<file path="src/rtl/doppler_burst_sequencer_if.sv">
// Register-bank memory port between the SPI layer and the burst sequencer.
// The SPI layer is the master; the sequencer answers reads combinationally.
interface doppler_burst_sequencer_if #(
  parameter int DATA_W = 8,
  parameter int ADDR_W = 8
);
  logic              MEM_CLK;
  logic              MEM_WR;
  logic [ADDR_W-1:0] MEM_ADDR;
  logic [DATA_W-1:0] MEM_WDATA;
  logic [DATA_W-1:0] MEM_RDATA;

  modport master (
    output MEM_CLK,
    output MEM_WR,
    output MEM_ADDR,
    output MEM_WDATA,
    input  MEM_RDATA
  );

  modport slave (
    input  MEM_CLK,
    input  MEM_WR,
    input  MEM_ADDR,
    input  MEM_WDATA,
    output MEM_RDATA
  );
endinterface

</file>
<file path="src/rtl/doppler_burst_sequencer.sv">
// Doppler TX/RX burst sequencer with its six-word configuration bank.
// Outputs are registered one cycle behind the FSM state.
module doppler_burst_sequencer #(
  parameter int DATA_W = 8,
  parameter int ADDR_W = 8
) (
  input  logic       CLK,
  input  logic       RESET,
  doppler_burst_sequencer_if.slave mem,
  input  logic       ENABLE,
  output logic       RESETEN,
  output logic       TX_P,
  output logic       TX_N,
  output logic       RX_GATE,
  output logic       BUSY,
  output logic [7:0] PULSE_IDX
);

  typedef enum logic [2:0] {
    IDLE    = 3'd0,
    TX      = 3'd1,
    RX      = 3'd2,
    DONE    = 3'd3,
    WAITLOW = 3'd4
  } state_e;

  state_e      state_q, state_d;
  logic [7:0]  regs_q [6];
  logic [7:0]  regs_d [6];
  logic        mclk_q;
  logic        wr_en;
  logic [7:0]  rd8;
  logic        unused_wdata;

  logic        cont_s_q, cont_s_d;
  logic [7:0]  ncyc_s_q, ncyc_s_d;
  logic [7:0]  half_s_q, half_s_d;
  logic [15:0] pri_s_q, pri_s_d;
  logic [7:0]  npul_s_q, npul_s_d;

  logic        phase_q, phase_d;
  logic [7:0]  hc_q, hc_d;
  logic [8:0]  hp_q, hp_d;
  logic [17:0] pc_q, pc_d;
  logic [7:0]  idx_q, idx_d;

  logic        tx_p_q, tx_p_d;
  logic        tx_n_q, tx_n_d;
  logic        rx_q, rx_d;
  logic        reseten_q, reseten_d;
  logic        busy_q, busy_d;

  logic        snap, restart;
  logic        half_end, hp_end, pri_hit, last_pulse;

  // Rising edge of the SPI strobe qualifies exactly one write.
  assign wr_en = mem.MEM_CLK & ~mclk_q & mem.MEM_WR &
                 (mem.MEM_ADDR <= ADDR_W'(5));
  assign unused_wdata = ^mem.MEM_WDATA;

  always_comb begin
    regs_d = regs_q;
    if (wr_en) regs_d[mem.MEM_ADDR[2:0]] = mem.MEM_WDATA[7:0];
  end

  always_comb begin
    rd8 = 8'h00;
    if (mem.MEM_ADDR <= ADDR_W'(5))
      rd8 = regs_q[mem.MEM_ADDR[2:0]];
    else if (mem.MEM_ADDR == ADDR_W'(6))
      rd8 = {4'd0, state_q, busy_q};
  end

  assign mem.MEM_RDATA = DATA_W'(rd8);

  always_comb begin
    cont_s_d = cont_s_q;
    ncyc_s_d = ncyc_s_q;
    half_s_d = half_s_q;
    pri_s_d  = pri_s_q;
    npul_s_d = npul_s_q;
    if (snap) begin
      cont_s_d = regs_q[0][0];
      ncyc_s_d = (regs_q[1] == 8'd0) ? 8'd1 : regs_q[1];
      half_s_d = (regs_q[2] == 8'd0) ? 8'd1 : regs_q[2];
      pri_s_d  = {regs_q[4], regs_q[3]};
      npul_s_d = regs_q[5];
    end
  end

  assign half_end   = (hc_q == half_s_q - 8'd1);
  assign hp_end     = (hp_q == {ncyc_s_q, 1'b0} - 9'd1);
  assign pri_hit    = (pc_q + 18'd1) >= {2'b00, pri_s_q};
  assign last_pulse = (idx_q == npul_s_q - 8'd1);

  always_comb begin
    state_d   = state_q;
    phase_d   = phase_q;
    hc_d      = hc_q;
    hp_d      = hp_q;
    pc_d      = pc_q;
    idx_d     = idx_q;
    snap      = 1'b0;
    restart   = 1'b0;
    unique case (state_q)
      IDLE: begin
        if (ENABLE) begin
          snap    = 1'b1;
          restart = 1'b1;
          idx_d   = 8'd0;
          state_d = TX;
        end
      end
      TX: begin
        pc_d = pc_q + 18'd1;
        if (half_end) begin
          hc_d    = 8'd0;
          phase_d = ~phase_q;
          if (hp_end) state_d = RX;
          else        hp_d = hp_q + 9'd1;
        end else begin
          hc_d = hc_q + 8'd1;
        end
      end
      RX: begin
        pc_d = pc_q + 18'd1;
        if (pri_hit) begin
          if (last_pulse) begin
            state_d = DONE;
          end else begin
            idx_d   = idx_q + 8'd1;
            restart = 1'b1;
            state_d = TX;
          end
        end
      end
      DONE: begin
        if (cont_s_q) begin
          snap    = 1'b1;
          restart = 1'b1;
          idx_d   = 8'd0;
          state_d = TX;
        end else begin
          state_d = WAITLOW;
        end
      end
      WAITLOW: begin
        if (!ENABLE) state_d = IDLE;
      end
      default: state_d = IDLE;
    endcase
    // Dropping ENABLE mid-burst abandons the burst without a RESETEN.
    if (!ENABLE && (state_q inside {TX, RX, DONE})) begin
      state_d = IDLE;
      snap    = 1'b0;
      restart = 1'b0;
    end
    if (restart) begin
      hc_d    = 8'd0;
      hp_d    = 9'd0;
      phase_d = 1'b1;
      pc_d    = 18'd0;
    end
  end

  always_comb begin
    tx_p_d    = ENABLE & (state_q == TX) & phase_q;
    tx_n_d    = ENABLE & (state_q == TX) & ~phase_q;
    rx_d      = ENABLE & (state_q == RX);
    reseten_d = ENABLE & (state_q == DONE) & ~cont_s_q;
    busy_d    = (state_d != IDLE);
  end

  always_ff @(posedge CLK or negedge RESET) begin
    if (!RESET) begin
      regs_q[0] <= 8'h00;
      regs_q[1] <= 8'h04;
      regs_q[2] <= 8'h05;
      regs_q[3] <= 8'h00;
      regs_q[4] <= 8'h10;
      regs_q[5] <= 8'h08;
      mclk_q    <= 1'b0;
      state_q   <= IDLE;
      cont_s_q  <= 1'b0;
      ncyc_s_q  <= 8'd1;
      half_s_q  <= 8'd1;
      pri_s_q   <= 16'd0;
      npul_s_q  <= 8'd0;
      phase_q   <= 1'b0;
      hc_q      <= 8'd0;
      hp_q      <= 9'd0;
      pc_q      <= 18'd0;
      idx_q     <= 8'd0;
      tx_p_q    <= 1'b0;
      tx_n_q    <= 1'b0;
      rx_q      <= 1'b0;
      reseten_q <= 1'b0;
      busy_q    <= 1'b0;
    end else begin
      regs_q    <= regs_d;
      mclk_q    <= mem.MEM_CLK;
      state_q   <= state_d;
      cont_s_q  <= cont_s_d;
      ncyc_s_q  <= ncyc_s_d;
      half_s_q  <= half_s_d;
      pri_s_q   <= pri_s_d;
      npul_s_q  <= npul_s_d;
      phase_q   <= phase_d;
      hc_q      <= hc_d;
      hp_q      <= hp_d;
      pc_q      <= pc_d;
      idx_q     <= idx_d;
      tx_p_q    <= tx_p_d;
      tx_n_q    <= tx_n_d;
      rx_q      <= rx_d;
      reseten_q <= reseten_d;
      busy_q    <= busy_d;
    end
  end

  assign TX_P      = tx_p_q;
  assign TX_N      = tx_n_q;
  assign RX_GATE   = rx_q;
  assign RESETEN   = reseten_q;
  assign BUSY      = busy_q;
  assign PULSE_IDX = idx_q;

endmodule

</file>
<file path="src/flat_wrapper.sv">
// flat-port wrapper written by rule: the top's interface ports become plain ports
module doppler_burst_sequencer_flat 
#(
  parameter int DATA_W = 8,
  parameter int ADDR_W = 8
)
  (CLK, RESET, ENABLE, RESETEN, TX_P, TX_N, RX_GATE, BUSY, PULSE_IDX, mem_MEM_CLK, mem_MEM_WR, mem_MEM_ADDR, mem_MEM_WDATA, mem_MEM_RDATA);
  doppler_burst_sequencer_if #(.DATA_W(DATA_W), .ADDR_W(ADDR_W)) mem_i ();
  input  logic CLK;
  input  logic RESET;
  input  logic ENABLE;
  output logic RESETEN;
  output logic TX_P;
  output logic TX_N;
  output logic RX_GATE;
  output logic BUSY;
  output logic [7:0] PULSE_IDX;
  input wire logic [$bits(mem_i.MEM_CLK)-1:0] mem_MEM_CLK;
  input wire logic [$bits(mem_i.MEM_WR)-1:0] mem_MEM_WR;
  input wire logic [$bits(mem_i.MEM_ADDR)-1:0] mem_MEM_ADDR;
  input wire logic [$bits(mem_i.MEM_WDATA)-1:0] mem_MEM_WDATA;
  output wire logic [$bits(mem_i.MEM_RDATA)-1:0] mem_MEM_RDATA;
  assign mem_i.MEM_CLK = mem_MEM_CLK;
  assign mem_i.MEM_WR = mem_MEM_WR;
  assign mem_i.MEM_ADDR = mem_MEM_ADDR;
  assign mem_i.MEM_WDATA = mem_MEM_WDATA;
  assign mem_MEM_RDATA = mem_i.MEM_RDATA;
  doppler_burst_sequencer #(.DATA_W(DATA_W), .ADDR_W(ADDR_W)) u_core (.CLK(CLK), .RESET(RESET), .mem(mem_i), .ENABLE(ENABLE), .RESETEN(RESETEN), .TX_P(TX_P), .TX_N(TX_N), .RX_GATE(RX_GATE), .BUSY(BUSY), .PULSE_IDX(PULSE_IDX));
endmodule
</file>
<file path="config.mk">
export PLATFORM = sky130hd
export DESIGN_NAME = doppler_burst_sequencer_flat
export DESIGN_NICKNAME = d
export VERILOG_FILES = /design/src/rtl/doppler_burst_sequencer_if.sv /design/src/rtl/doppler_burst_sequencer.sv /design/src/flat_wrapper.sv
export SDC_FILE = /design/constraint.sdc
export NUM_CORES = 1
export LEC_CHECK = 0
export ABC_AREA = 1
export ABC_CLOCK_PERIOD_IN_PS = 3900
export CAP_MARGIN = 10
export CORE_MARGIN = 2
export CORE_UTILIZATION = 25
export CTS_BUF_LIST = sky130_fd_sc_hd__clkbuf_16
export DETAILED_ROUTE_END_ITERATION = 8
export PLACE_DENSITY_LB_ADDON = 0.12
export SLEW_MARGIN = 20
export SYNTH_ARGS = -nofsm -noshare
export SYNTH_HDL_FRONTEND = slang
export SYNTH_SLANG_ARGS = --single-unit
</file>
<file path="constraint.sdc">
create_clock -name CLK -period 3.9 [get_ports CLK]
set_input_delay 0.585 -clock CLK [delete_from_list [all_inputs] [get_ports CLK]]
set_output_delay 0.585 -clock CLK [all_outputs]
set_load 0.01 [all_outputs]
</file>
# Word level (Yosys, flattened, before mapping)
# Cells that the tools add are included.
dict set report word_totals {
  ff_bits 142
  wordCells 120
  output_inout_bits 21
}
dict set report classes {
  n_lt_le_gt_ge 4
  bitwise 13
  mux 44
  n_eq_ne 13
  reduce_logical 16
  addsub 7
}
# cell count
set op_table {}
lappend op_table {{8-bit two-way mux} 13}
lappend op_table {{48-bit bitwise mux} 1}
lappend op_table {{18-bit two-way mux} 2}
lappend op_table {{9-bit two-way mux} 4}
lappend op_table {{8-bit binary-select mux with 3-bit select} 1}
lappend op_table {{8-bit demux with 3-bit select} 1}
lappend op_table {{8-bit case mux with 3 select lines} 1}
lappend op_table {{3-bit two-way mux} 7}
lappend op_table {{18-bit by 1-bit adder with 18-bit output, second input constant} 1}
lappend op_table {{18-bit by 16-bit >= comparator with 1-bit output} 1}
lappend op_table {{8-bit by 1-bit adder with 8-bit output, second input constant} 2}
lappend op_table {{8-bit == test} 2}
lappend op_table {{8-bit zero test} 2}
lappend op_table {{8-bit by 1-bit subtractor with 8-bit output, second input constant} 2}
lappend op_table {{3-bit case mux with 5 select lines} 1}
lappend op_table {{9-bit by 1-bit adder with 9-bit output, second input constant} 1}
lappend op_table {{1-bit AND} 9}
lappend op_table {{9-bit == test} 1}
lappend op_table {{1-bit two-way mux} 9}
lappend op_table {{3-bit nonzero test} 3}
lappend op_table {{9-bit by 1-bit subtractor with 9-bit output, second input constant} 1}
lappend op_table {{8-bit by 3-bit == test with 1-bit output, second input constant} 1}
lappend op_table {{8-bit by 3-bit less-or-equal comparator with 1-bit output, second input constant} 1}
lappend op_table {{3-bit by 2-bit == test with 1-bit output, second input constant} 2}
lappend op_table {{20 further kinds} 28}

# Longest topological paths before layout
# Gate-level depths: netlist (run 1).
dict set report depth {
  depth_word 8
  mapped_depth 23
  depth_no_buf 21
}

# Least setup slack after synthesis (run 1)
# OpenSTA, ideal clock, no wires.
dict set report synth_path {
  path_type {register to register}
  from {register u_core.pc_q[2]}
  to {register u_core.hp_q[3]}
  path_stages_with_launch 23
  path_buffers 2
  arrival_time_ns 2.569
  slack_ns 1.198
  setup_ns 0.133
  path_cell_list {dfrtp_1 nand3_2 nor2_2 nand2_2 nor3_1 nand3_1 xnor2_1 ha_1 nand2_1 nor2_1 nand2_1 nor2_1 nor2_1 nand3_1 nor2_2 nand3_2 nand4_2 buf_6 buf_6 nand2_1 clkinv_1 nand2_1 nand2_1}
}
dict set report synth_via {
  elab_chain_len 7
}
# element line_no
set synth_rtl {}
lappend synth_rtl {{from (decl)} doppler_burst_sequencer.sv:44} ;# logic [17:0] pc_q, pc_d;
lappend synth_rtl {{from (signal assigned)} doppler_burst_sequencer.sv:211} ;# pc_q <= pc_d;
lappend synth_rtl {{18-bit by 1-bit adder with 18-bit output (*)} doppler_burst_sequencer.sv:93} ;# assign pri_hit = (pc_q + 18'd1) >= {2'b00, pri_s_q};
lappend synth_rtl {{18-bit by 16-bit >= comparator with 1-bit output (*)} doppler_burst_sequencer.sv:93}
lappend synth_rtl {{1-bit two-way mux (*)} doppler_burst_sequencer.sv:127} ;# if (pri_hit) begin
lappend synth_rtl {{1-bit case mux with 3 select lines (*)} doppler_burst_sequencer.sv:105} ;# unique case (state_q)
lappend synth_rtl {{1-bit two-way mux (*)} doppler_burst_sequencer.sv:153} ;# if (!ENABLE && (state_q inside {TX, RX, DONE})) begin
lappend synth_rtl {{2-bit by 1-bit inequality test with 1-bit output (no source line) or 2-bit nonzero test (tied branches)} -}
lappend synth_rtl {{3-bit AND reduction (no source line)} -}
lappend synth_rtl {{to (signal assigned)} doppler_burst_sequencer.sv:210} ;# hp_q <= hp_d;
lappend synth_rtl {{to (decl)} doppler_burst_sequencer.sv:43} ;# logic [8:0] hp_q, hp_d;
# Every way passes the cells marked *; elsewhere a longest branch is shown, timed or not.
# A chain may end at the register's enable or synchronous reset.

# Worst setup path in the final report (run 1)
dict set report layout_path {
  from {input port mem_MEM_ADDR[1]}
  to {output port mem_MEM_RDATA[3]}
}
dict set report layout_via {
  elab_chain_len 5
}
# element line_no
set layout_rtl {}
lappend layout_rtl {{from (decl)} flat_wrapper.sv:20} ;# input wire logic [$bits(mem_i.MEM_ADDR)-1:0] mem_MEM_ADDR;
lappend layout_rtl {{3-bit inverter with 4-bit output (not written as such)} doppler_burst_sequencer.sv:69} ;# rd8 = regs_q[mem.MEM_ADDR[2:0]];
lappend layout_rtl {{8-bit binary-select mux with 3-bit select} doppler_burst_sequencer.sv:69}
lappend layout_rtl {{8-bit two-way mux (not written as such) (2 in a row)} doppler_burst_sequencer.sv:69}
lappend layout_rtl {{8-bit two-way mux (*)} doppler_burst_sequencer.sv:68} ;# if (mem.MEM_ADDR <= ADDR_W'(5))
lappend layout_rtl {{to (decl)} flat_wrapper.sv:22} ;# output wire logic [$bits(mem_i.MEM_RDATA)-1:0] mem_MEM_RDATA;
# Every way passes the cells marked *; elsewhere a longest branch is shown, timed or not. The select of a mux whose other input is x is not followed.

==> flow_metrics.tcl, run 1 <==
set metrics [dict create \
    setup_tns_ns 0 \
    criticalPathCategory "in2out" \
    reg2reg_from "u_core.pc_q[2]" \
    antenna_found_initial 0 \
    arrival_ns 3.11 \
    yosysWarnings 0 \
    hp-class "in2async" \
    max_freq_mhz 270.8 \
    p_comb_frac 0.278 \
    synth_top_area_cell "dfrtp_1" \
    clkSlewWorstSetupHoldPaths_ns 0.06 \
    worst_pin_slew_ns 0.7990 \
    period_minus_slack_ns 3.692 \
    drc 0 \
    switching_share 0.3584 \
    power.density_nw_per_um2 484.7 \
    grt_pass1_vias 6529 \
    htreeDepth 4 \
    fin_ws_ns 0.2077 \
    synth_fp_nets 1097 \
    gp_congestion 0.7866 \
    ys_top_cells_by_area "dfrtp_1 (41%), nand2_1 (13%), o21ai_0 (6.4%)" \
    yosysTopAreaCellShare 0.4132 \
    cts_sinks 142 \
    overflow 0 \
    insertedDiodeCount 0 \
    layout.nets 1143 \
    final_cells 1554 \
    syn-cell-area_sq_um 8175 \
    power_leakage_nw 4.573 \
    die_h_um 184.8 \
    via_per_inst 4.355 \
    yosys.cell_types.count 48 \
    maxSlewViolCount 0 \
    fp.dieArea_sq_um 34160 \
    setup_violations 0 \
    critical_path.startpoint "mem_MEM_ADDR[1]" \
    synth_seq_cells 142 \
    cts_buffers 17 \
    grt_max_degree 81 \
    tritoncts "done" \
    grt_pass1_wl_um 38160 \
    fin_skew_ns 0.01455 \
    drive_gt1_frac 0.08633 \
    rows 66 \
    crit_required_ns 3.31 \
    ys.flop_type "dfrtp_1" \
    reg2reg_slack_ns 0.53 \
    postSynthCellCount 1053 \
    cts_root_buffer "clkbuf_16" \
    p_sw_w 0.001692 \
    place_ws_ns 0.1405 \
    rsz0062_at_grt "false" \
    yosysSeqAreaShare 0.4357 \
    vias 6767 \
    avgRoutedWirePerCell_um 15.14 \
    pwr-share-clk 0.367 \
    p_seq_frac 0.355 \
    fp.dieW_um 184.8 \
    hold_viol 0 \
    maxCapViolCount 0 \
    area_growth_pct 19.16 \
    drtPass1Iterations 5 \
    dp_hpwl_um 17260 \
    initial_core_util 0.2526 \
    ir_drop_mv 0.2950 \
    synth-edff-count 0 \
    wirelength_um 23530 \
    cts_hold_buf 0 \
    fin_hold_ws_ns 0.2080 \
    dp_cells 1522 \
    dr.first_iter.drc_count 429 \
    core-area_sq_um 32370 \
    maxSlewHeadroom 0.4673 \
    min_period_over_period 0.9467 \
    p_int_w 0.003030 \
    ant_nets 0 \
    finalPower_w 0.004722 \
    numPortBuffers 41 \
    fillers 3544 \
    clk_path_buf_depth 2 \
    io_pins 42 \
    status "finished clean" \
    async_reset_ff_frac 1.000 \
    endpoint_kind "output pin" \
    insertion_delay_ns 0.44 \
    start_kind "input port" \
    grtUsageTotal 0.1470 \
    avgSynthCellArea_sq_um 7.764 \
    crit_fanout 9 \
]
==> power by group through the flow <==
stage	clock network [W]	registers (W)	logic (W)
4_1_cts	0.00179	0.00167	0.00133
3_5_place_dp	0	0.00170	0.00133
3_3_place_gp	0	0.00170	0.00133
6_report	0.00173	0.00168	0.00131
2_1_floorplan	0	0.00167	0.000953
5_1_grt	0.00186	0.00169	0.00153
==> cells in the mapped netlist, drive strengths merged, types with 2 or more instances <==
| library cell | n |
|---|---|
| nand4 | 13 |
| o21a | 3 |
| nor3 | 15 |
| nand3 | 71 |
| o21bai | 2 |
| a22o | 4 |
| nor2 | 84 |
| o211ai | 6 |
| nand2 | 285 |
| dfstp | 7 |
| nor3b | 2 |
| dfrtp | 135 |
| xor2 | 35 |
| nand2b | 2 |
| o41ai | 2 |
| clkbuf | 19 |
| inv | 141 |
| a21o | 2 |
| o311ai | 9 |
| nand3b | 4 |
| clkinv | 3 |
| a21oi | 18 |
| ha | 23 |
| buf | 13 |
| a221oi | 4 |
| xnor2 | 14 |
| nor4 | 2 |
| o21ai | 127 |
==> area by class of cell <==
| cell class | count | area [sq um] | share of cell area |
|---|---|---|---|
| clock buffer | 17 | 425.4 | 0.04367 |
| clock inverter | 15 | 181.4 | 0.01862 |
| inverter | 144 | 540.5 | 0.05548 |
| multi-input combinational | 735 | 3920 | 0.4024 |
| sequential | 142 | 3562 | 0.3657 |
| tap | 442 | 553.0 | 0.05677 |
| timing repair buffer | 59 | 559.3 | 0.05741 |
==> critical path, stage by stage <==
cell	delay (ns)
clkdlybuf4s50_1	0.67
inv_1	0.23
nor4_1	0.56
buf_4	0.23
nand2_1	0.06
o21ai_0	0.20
clkdlybuf4s50_1	0.57
==> metrics by stage <==
step / util / cell area [sq um]
5_1_grt: 0.3009 / 9742
3_5_place_dp: 0.2818 / 9121
6_report: 0.3009 / 9742
4_1_cts: 0.3005 / 9728
3_3_place_gp: 0.2818 / 9121
2_1_floorplan: - / 8175
==> sequential cells by signal (all words and copies together), names as in the netlist <==
signal	count
u_core.TX_N	1
u_core.pc_q	18
u_core.RESETEN	1
u_core.hp_q	9
u_core.TX_P	1
u_core.BUSY	1
u_core.npul_s_q	8
u_core.PULSE_IDX	8
u_core.regs_q	48
u_core.state_q	3
u_core.ncyc_s_q	8
u_core.phase_q	1
u_core.hc_q	8
u_core.half_s_q	8
u_core.cont_s_q	1
u_core.mclk_q	1
u_core.pri_s_q	16
u_core.RX_GATE	1
==> path summary, 6_finish.rpt <==
path / to / cells after the start
setup / recovery: mem_MEM_RDATA[3] / 7
hold / removal: u_core.PULSE_IDX[5] / 1
setup reg to reg: u_core.hp_q[3] / 21
hold reg to reg: u_core.regs_q[32] / 2
max in group asynchronous: u_core.ncyc_s_q[0] / 2
min in group CLK: u_core.regs_q[32] / 2
==> cell usage in the layout, fill, tap and decap left out, types with 6 or more instances in the layout <==
master	count
nand3_1	68
o211ai_1	6
nand4_1	12
ha_1	23
buf_4	17
xnor2_1	14
o21ai_0	104
clkbuf_16	17
inv_6	7
o21ai_2	18
nand2_2	6
dfstp_2	7
clkdlybuf4s50_1	40
o311ai_0	9
inv_1	138
nor2_1	79
dfrtp_1	135
nand2_1	278
xor2_1	35
nor3_1	14
a21oi_1	18
==> logic make-up after synthesis <==
family,after synthesis,share of synthesized area
AO/OA/AOI/OAI,181,0.1347
XOR/XNOR,50,0.05525
adder cells (fa/ha/maj),23,0.03520
buffers and inverters,176,0.08739
flip-flops,142,0.4357
AND/OR/NAND/NOR,481,0.2518
==> repair_timing <==
item,4_1_cts,5_1_grt
resized for setup,0,2
endpoints found under the setup margin,0,36
setup buffers,0,0
==> per-layer routing <==
metal  GRT usage  vias to the layer above  wire length, um
li1            -                     3507                -
met1      0.2203                     3150            12560
met2      0.2133                       95             9999
met3     0.03008                       15              707
met4     0.03810                        0              259
met5           0                        -                0
Power figures use the tool's default switching activity.
==> inputs of run 2 (changes only) <==
--- a/config.mk
+++ b/config.mk
@@ -6,7 +6,7 @@
 export NUM_CORES = 1
 export LEC_CHECK = 0
 export ABC_AREA = 1
-export ABC_CLOCK_PERIOD_IN_PS = 3900
+export ABC_CLOCK_PERIOD_IN_PS = 3350
 export CAP_MARGIN = 10
 export CORE_MARGIN = 2
 export CORE_UTILIZATION = 25
==> constraint.sdc (replaced) <==
create_clock -name CLK -period 3.35 [get_ports CLK]
set_input_delay 0.5025 -clock CLK [delete_from_list [all_inputs] [get_ports CLK]]
set_output_delay 0.5025 -clock CLK [all_outputs]
set_load 0.01 [all_outputs]
==> run 2 against run 1 <==
  * Non-clock buffer count rose by 16
  * First-iteration DRC count shrank 1.9%
  * Worst hold slack worse by 0.14 ns
  * Sequential share of layout area is 0.36 points lower
  * Combinational power rose by 24%
  * Via count rose by 1.6%
  * Global-route usage grew 0.092 points
  * Flip-flop and latch count is the same
  * Critical path depth up 2
  * Die area stayed put
  * Power grew 14%
  * Sequential power increased by 15%
  * Critical path type unchanged
==> flow_metrics.tcl, run 2 (synthesized netlist as in run 1, its figures left out) <==
set metrics [dict create \
    cp_cell_sequence "clkdlybuf4s50_1, buf_4, nor2_1, buf_4, a221oi_1, o21ai_0, o211ai_1, nand2_1, clkdlybuf4s50_1" \
    clk_path_buf_depth 2 \
    reg2reg_depth 18 \
    endpoint_kind "output pin" \
    fin_util 0.3040 \
    status "finished clean" \
    reg2reg_from "u_core.pc_q[2]" \
    period_minus_slack_ns 3.179 \
    dr.first_iter.drc_count 421 \
    gp_congestion 0.7948 \
    criticalPathCategory "in2out" \
    worst_pin_slew_ns 0.7173 \
    fin_hold_ws_ns 0.06781 \
    crit_fanout 14 \
    grt_pass1_vias 6799 \
    antenna_found_initial 0 \
    top_layer "met4" \
    power_leakage_nw 4.650 \
    dp_hpwl_um 17690 \
    wl_met3_um 535 \
    tritoncts "done" \
    setup_violations 0 \
    vias 6872 \
    ant_nets 0 \
    crit_required_ns 2.85 \
    drc 0 \
    multi_input_area_sq_um 3935 \
    numPortBuffers 41 \
    final_common_cell "nand2_1" \
    arrival_ns 2.68 \
    grtUsageTotal 0.1480 \
    insertion_delay_ns 0.44 \
    rsz0062_at_grt "false" \
    fin_ws_ns 0.1713 \
    ir_drop_mv 0.3593 \
    cp-endpoint "mem_MEM_RDATA[2]" \
    fp.dieArea_sq_um 34160 \
    hold_viol 0 \
    wirelength_um 23650 \
    drive_gt1_frac 0.1037 \
    htreeDepth 4 \
    reg_top3 "u_core.regs_q: 48 flops, u_core.pc_q: 18 flops, u_core.pri_s_q: 16 flops" \
    r2r-end "u_core.pc_q[12]" \
    seq_area_sq_um 3562 \
    place_ws_ns -0.05330 \
    mostFrequentLayoutCells "nand2_1 (277), inv_1 (139), dfrtp_1 (135)" \
    insertedDiodeCount 0 \
    fillers 3604 \
    cts_root_buffer "clkbuf_16" \
    initial_core_util 0.2526 \
    io_pins 42 \
    wl_met2_um 10290 \
    fin_skew_ns 0.01067 \
    via_per_inst 4.377 \
    rows 66 \
    grt_pass1_wl_um 38610 \
    dp_cells 1537 \
    final_cells 1570 \
    fp.dieW_um 184.8 \
    min_period_over_period 0.9489 \
    maxSlewHeadroom 0.5218 \
    die_h_um 184.8 \
    maxSlewViolCount 0 \
    clkSlewWorstSetupHoldPaths_ns 0.06 \
    avgRoutedWirePerCell_um 15.06 \
    critical_path.startpoint "mem_MEM_ADDR[0]" \
    overflow 0 \
    max_freq_mhz 314.6 \
    met1_length_um 12560 \
    cts_buffers 17 \
    cts_sinks 142 \
    drtPass1Iterations 5 \
    largest_register_ffs 48 \
    layout.nets 1159 \
    hp-class "in2async" \
    power.density_nw_per_um2 547.4 \
    cts_hold_buf 0 \
    critPathMaxStageDelay_ns 0.50 \
    maxCapViolCount 0 \
    core-area_sq_um 32370 \
    reg2reg_slack_ns 0.33 \
    grt_max_degree 67 \
    area_growth_pct 20.36 \
    regMostFlops "u_core.regs_q" \
    slowest_stage "clkdlybuf4s50_1" \
    start_kind "input port" \
]
==> run 2: cell count changes in the layout (fill, tap and decap cells not counted), sizes merged <==
cell	delta
buf	+16
clkinv	+4
inv	-4
bufinv	-2
clkinvlp	+2
clkdlybuf4s50	-1
dlymetal6s2s	+1
==> run 2: cell type report <==
class / instances / area share
clock buffers: 17 / 0.04323
clock inverters: 15 / 0.01272
inverters: 144 / 0.05493
multi-input cells: 735 / 0.3999
flip-flops and latches: 142 / 0.3620
well taps: 442 / 0.05621
repair buffers: 75 / 0.07096
==> run 2: metal layers <==
metal | GRT usage | vias to the layer above
met5 | 0 | -
met4 | 0.04127 | 0
met2 | 0.2243 | 93
met1 | 0.2144 | 3236
met3 | 0.02733 | 14
li1 | - | 3529
==> run 2: how the worst min path moves through the flow <==
stage	startpoint	end	slack, ns	cells past startpoint
after floorplan	RESET	u_core.BUSY	0.21	0
after global placement	u_core.regs_q[32]	u_core.regs_q[32]	0.47	2
after detailed placement	u_core.regs_q[32]	u_core.regs_q[32]	0.47	2
after CTS	RESET	u_core.PULSE_IDX[7]	0.08	1
after global routing	RESET	u_core.PULSE_IDX[7]	0.10	1
final	RESET	u_core.PULSE_IDX[7]	0.07	1
==> run 2: worst max-delay path: cells and delay by family <==
family,cells,cell delay [ns]
buffers and inverters,4,1.38
AOI/OAI and AO/OA,3,0.62
and+or+nand+nor,2,0.17
==> run 2: metrics by stage <==
stage	TNS, ns	power [W]	cell area (sq um)
after global routing	0	0.005786	9839
after global placement	-0.07510	0.003605	9246
after detailed placement	-0.1057	0.003611	9246
after floorplan	0	0.003058	8175
after CTS	0	0.005462	9803
final	0	0.005386	9839
==> run 2: power breakdown <==
group	total [W]	internal, W	switching [W]
clock	0.00182	0.00102	0.000799
sequential	0.00194	0.00184	0.000106
combinational	0.00162	0.000557	0.00107
total	0.00539	0.00341	0.00197
==> run 2: repair_timing <==
item,4_1_cts,5_1_grt
setup buffers,0,1
setup endpoints to repair,2,40
resized for setup,1,7
